[src/rtl/conway_sequencer.sv]
// conway_sequencer: paces load/advance of the Conway cell grid from LOAD/RUN/STEP/STOP commands.
//   clk, rst (async active-low)          clock and reset
//   cmd_valid/cmd_ready/cmd_op           command handshake (00 LOAD, 01 RUN, 10 STEP, 11 STOP)
//   cmd_gens, period, stop_on_still      run parameters captured at RUN/STEP accept
//   grid_changed                         any cell would change on the next generation
//   grid_rst, grid_ena                   shared cell load / advance strobes
//   busy, generation, done, still        status
module conway_sequencer #(
    parameter int PERIOD_W = 16,
    parameter int GEN_W    = 16
) (
    input  logic                clk,
    input  logic                rst,
    input  logic                cmd_valid,
    output logic                cmd_ready,
    input  logic [1:0]          cmd_op,
    input  logic [GEN_W-1:0]    cmd_gens,
    input  logic [PERIOD_W-1:0] period,
    input  logic                stop_on_still,
    input  logic                grid_changed,
    output logic                grid_rst,
    output logic                grid_ena,
    output logic                busy,
    output logic [GEN_W-1:0]    generation,
    output logic                done,
    output logic                still
);
    typedef enum logic [1:0] {IDLE, LOAD, WAIT, TICK} state_t;
    localparam logic [1:0] OP_LOAD = 2'b00, OP_STEP = 2'b10, OP_STOP = 2'b11;
    state_t              state_q, state_d;
    logic [PERIOD_W-1:0] timer_q, timer_d, period_q, period_d;
    logic [GEN_W-1:0]    remaining_q, remaining_d, gen_d;
    logic                sos_q, sos_d, rst_d, ena_d, done_d, still_d, sched;
    logic                accept;
    assign cmd_ready = state_q != LOAD;
    assign accept    = cmd_valid && cmd_ready;
    always_comb begin
        state_d     = state_q;
        timer_d     = timer_q;
        period_d    = period_q;
        remaining_d = remaining_q;
        sos_d       = sos_q;
        gen_d       = generation;
        still_d     = still;
        rst_d       = 1'b0;
        ena_d       = 1'b0;
        done_d      = 1'b0;
        sched       = 1'b0;
        case (state_q)
            IDLE: if (accept && cmd_op == OP_LOAD) begin
                state_d = LOAD;
                rst_d   = 1'b1;
            end else if (accept && cmd_op != OP_STOP) begin
                period_d    = (cmd_op == OP_STEP || period == '0) ? PERIOD_W'(1) : period;
                remaining_d = cmd_op == OP_STEP ? GEN_W'(1) : cmd_gens;
                sos_d       = stop_on_still;
                still_d     = 1'b0;
                sched       = 1'b1;
            end
            LOAD: begin
                state_d = IDLE;
                done_d  = 1'b1;
                gen_d   = '0;
                still_d = 1'b0;
            end
            WAIT: if (timer_q == '0) begin
                state_d = TICK;
                ena_d   = !(sos_q && !grid_changed);
            end else begin
                timer_d = timer_q - PERIOD_W'(1);
            end
            TICK: if (!grid_ena) begin
                // suppressed tick: the board was a still life
                state_d = IDLE;
                still_d = 1'b1;
                done_d  = 1'b1;
            end else begin
                gen_d = &generation ? generation : generation + GEN_W'(1);
                // remaining == 0 marks an unbounded run and is never decremented
                if (remaining_q != '0) remaining_d = remaining_q - GEN_W'(1);
                if (remaining_q == GEN_W'(1)) begin
                    state_d = IDLE;
                    done_d  = 1'b1;
                end else begin
                    sched = 1'b1;
                end
            end
        endcase
        // The WAIT phase is period-1 cycles long; a period of 1 skips it so ticks run back to back
        if (sched) begin
            if (period_d == PERIOD_W'(1)) begin
                state_d = TICK;
                ena_d   = !(sos_d && !grid_changed);
            end else begin
                state_d = WAIT;
                timer_d = period_d - PERIOD_W'(2);
            end
        end
        if (accept && cmd_op == OP_STOP && (state_q == WAIT || state_q == TICK)) begin
            state_d = IDLE;
            ena_d   = 1'b0;
            done_d  = 1'b1;
        end
    end
    always_ff @(posedge clk or negedge rst) begin
        if (!rst) begin
            state_q     <= IDLE;
            timer_q     <= '0;
            period_q    <= '0;
            remaining_q <= '0;
            sos_q       <= 1'b0;
            generation  <= '0;
            still       <= 1'b0;
            grid_rst    <= 1'b0;
            grid_ena    <= 1'b0;
            done        <= 1'b0;
            busy        <= 1'b0;
        end else begin
            state_q     <= state_d;
            timer_q     <= timer_d;
            period_q    <= period_d;
            remaining_q <= remaining_d;
            sos_q       <= sos_d;
            generation  <= gen_d;
            still       <= still_d;
            grid_rst    <= rst_d;
            grid_ena    <= ena_d;
            done        <= done_d;
            busy        <= state_d != IDLE;
        end
    end
endmodule

[config.mk]
export PLATFORM = sky130hd
export DESIGN_NAME = conway_sequencer
export DESIGN_NICKNAME = d
export VERILOG_FILES = /design/src/rtl/conway_sequencer.sv
export SDC_FILE = /design/constraint.sdc
export NUM_CORES = 1
export LEC_CHECK = 0
export CAP_MARGIN = 20
export CORE_MARGIN = 8
export CORE_UTILIZATION = 38
export CTS_BUF_LIST = sky130_fd_sc_hd__clkbuf_8
export DETAILED_ROUTE_END_ITERATION = 8
export PLACE_DENSITY = 0.62
export SYNTH_ARGS = -nofsm -noshare
export SYNTH_HDL_FRONTEND = slang
export SYNTH_SLANG_ARGS = --single-unit
export TNS_END_PERCENT = 50
[constraint.sdc]
create_clock -name clk -period 2.9 [get_ports clk]
set_input_delay 0.58 -clock clk [delete_from_list [all_inputs] [get_ports clk]]
set_output_delay 0.58 -clock clk [all_outputs]
set_load 0.05 [all_outputs]
==> key figures <==
Status
  – Status: finished clean

Drt
  – Starting DRC count in detailed routing: roughly 210
  – Post-DR wirelength/cell: roughly 17 um
  – Vias: between 3000 and 4000
  – Overall routed net length: ~12000 um
  – Post-route DRC: 0
  – Avg Vias per Cell: 5.52
  – Drt first pass iters: 5
  – Antenna Nets Post-Route: 0

Setup path
  – Crit path max fanout: 4
  – Crit. End Element: flop
  – Crit path required time: between 3 and 4 ns
  – Crit path kind: in2reg
  – Critical Path Start Type: input port
  – WP data arrival: slightly below 3 ns

Die
  – Die H: about 120 um
  – Die ar.: around 15000 sq um
  – Die width: ~120 um
  – Rows: 39
  – Ports: just over 60
  – Core Area: 11300 sq um
  – Starting Density: between 30% and 40%

Power and ir drop
  – Psw: a little under 2 mW
  – Leakage dissipation: about 2.3 nW
  – Worst VDD drop: 0.442 mV
  – Sequential group share of total power: between 30 and 40%
  – Power per cell area: approximately 840 nW/um^2
  – Total power: between 4 and 5 mW
  – Internal: approximately 2.7 mW
  – Clock power frac: between 10% and 20%
  – Switching Share: roughly two fifths
  – Power share of the combinational group: between 40% and 50%

Placed design
  – Dpl hpwl: 8780 um
  – IO Port Bufs: 60
  – DP Worst Slack: -0.245 ns
  – Routability cong.: a little over 0.9
  – DP Area: 5310 sq um

CTS
  – Buffer levels on the longest clock path: 2
  – Root Buffer: clkbuf_8
  – Worst-skew pair later-pin latency: 0.36 ns
  – CTS Buf Count: 9
  – TritonCTS clock tree: built
  – Clk slew on worst S/H paths: 0.08 ns
  – CTS hold repair buffers: 0
  – CTS Sinks: 72
  – # H-tree levels: 3
  – Postcts setup bufs: 0

Final layout
  – Final nets: ~610
  – Multi-input logic area: 2370 sq um
  – Commonest cells after routing, fill and taps aside: 72 x dfrtp_1, 59 x clkdlybuf4s50_1, 57 x nor2_1
  – Diode count: 0
  – Fill cells: 1077
  – Most common cell after layout, fill and taps aside: dfrtp_1
  – Final Cell Area: roughly 5500 sq um
  – Layout cells sized above 1: a little over an eighth
  – Register area: about 1800 sq um
  – Final Util: between 40% and 50%
  – Area Growth Syn to Fin: 26.6%

Flow run
  – Max-Cap Viols: 0

Synthesis
  – Sequential share of the synthesized area: 41.5%
  – Fraction of registers with async set/reset: 100%
  – Unique masters post-synth: 72
  – Number of synthesized flops with an enable pin: 0
  – Seq cells post-synth: slightly above 70
  – Synth Net Count: 520
  – Yosys warns: 0
  – Top_reg_cell synth: dfrtp_1
  – Cells after Synth: roughly 470
  – Post-Synthesis Cell Area: approximately 4300 sq um
  – Avg Inst Size Synth: ~9.2 sq um

Timing
  – Hold slack: 0.234 ns
  – Clock skew: 0.00960 ns
  – Max Clk Rate: between 300 and 400 MHz
  – Crit share post-route: about 94%
  – RSZ-0062 raised after global routing: true
  – Final setup vio count: 0
  – Worst slew pin tran: roughly 0.68 ns
  – Final worst slack: approximately 0.19 ns
  – Final hold violation count: 0
  – Relative slew slack: between 50 and 60%
  – Max Slew Vio Count: 0
  – Fin crit period: ~2.7 ns

Hold path
  – Tightest Hold Check Type: in2async

GRT
  – Global-route wire length before repair: approximately 19000 um
  – Vias in the first global route: about 4000
  – Largest net degree at the start of global routing: 35
  – Total GRT Usage: roughly 16%
  – Initial antenna violation count: 0
  – Grt total ovfl: 0
final cells by class:
class	instances	share of cell area, %
Multi-Input combinational cell	361	43.1
Clock inverter	4	0.387
Clock buffer	11	2.75
Sequential cell	72	32.8
Inverter	18	1.23
Timing Repair Buffer	98	16.5
Tap cell	143	3.25
cell usage after synthesis, types with 5 or more instances:
master,n,share of area (%)
nand2_1,31,2.7
buf_2,6,0.69
nor3_1,23,2.6
xnor2_1,26,5.2
a32oi_1,6,1.2
ha_1,10,2.9
nor4_1,9,1.3
a22oi_1,5,0.86
a31oi_1,6,0.86
inv_1,18,1.6
nand4_1,8,1.2
nand3_1,9,1.0
and3_1,6,0.86
nor2b_1,5,0.72
a21oi_1,24,2.8
nor2_1,57,4.9
dfrtp_1,72,41
clkbuf_1,9,0.78
o21ai_0,36,4.1
xor2_1,10,2.0
a22o_1,15,3.0
mux2i_1,8,1.8
repair_timing:
| item | CTS | global route |
|---|---|---|
| resized for setup | 0 | 3 |
| endpoints found under the hold margin | 0 | 0 |
| endpoints found under the setup margin | 0 | 20 |
worst max-delay path: stages:
cell,delay [ns]
clkdlybuf4s50_1,0.56
xor2_2,0.22
nand3_4,0.11
a22oi_1,0.22
ha_1,0.20
o21ai_0,0.19
a21oi_2,0.22
o2111ai_1,0.19
nor4_2,0.22
xnor2_1,0.16
mux2i_1,0.08
through the flow:
step / std cells / TNS [ns]
after floorplan: 471 / 0
after global placement: 692 / -0.319
after detailed placement: 692 / -0.933
after CTS: 707 / 0
after global routing: 707 / -0.111
final: 707 / 0
state kept, by name (all words and copies together) (netlist names):
register     cells
state_q          2
generation      16
timer_q         16
still            1
done             1
sos_q            1
busy             1
grid_ena         1
period_q        16
remaining_q     16
grid_rst         1
final timing paths:
check / start / end / slack, ns / cells after the start
max in group asynchronous: rst / timer_q[5] / 2.03 / 2
min in group clk: sos_q / sos_q / 0.51 / 2
max: cmd_op[0] / timer_q[15] / 0.19 / 11
min reg2reg: sos_q / sos_q / 0.51 / 2
max reg2reg: state_q[1] / timer_q[15] / 0.24 / 12
min: rst / timer_q[4] / 0.23 / 1
power by group through the flow:
stage | combinational [mW] | sequential, mW | clock, mW
final | 2.27 | 1.64 | 0.713
after detailed placement | 2.26 | 1.65 | 0
after global routing | 2.53 | 1.69 | 0.785
after global placement | 2.22 | 1.65 | 0
after floorplan | 1.54 | 1.65 | 0
after CTS | 2.27 | 1.64 | 0.752
metal layers:
layer | global-route usage, % | up-vias | routed length (um)
met1 | 19.4 | 1885 | 5090
li1 | - | 1889 | -
met2 | 27.1 | 114 | 5660
met5 | 0 | - | 0
met3 | 5.07 | 14 | 786
met4 | 5.94 | 0 | 171
cell families after synthesis:
group	count (synthesis)	synth area share, %
buffers and inverters	38	4.23
flip-flops	72	41.5
adder cells (fa/ha/maj)	10	2.88
XOR/XNOR	37	7.63
AND/OR/NAND/NOR	176	21.8
AO/OA/AOI/OAI	129	19.8
multiplexers	9	2.10
Note: power is estimated with default switching activity, not from simulation.
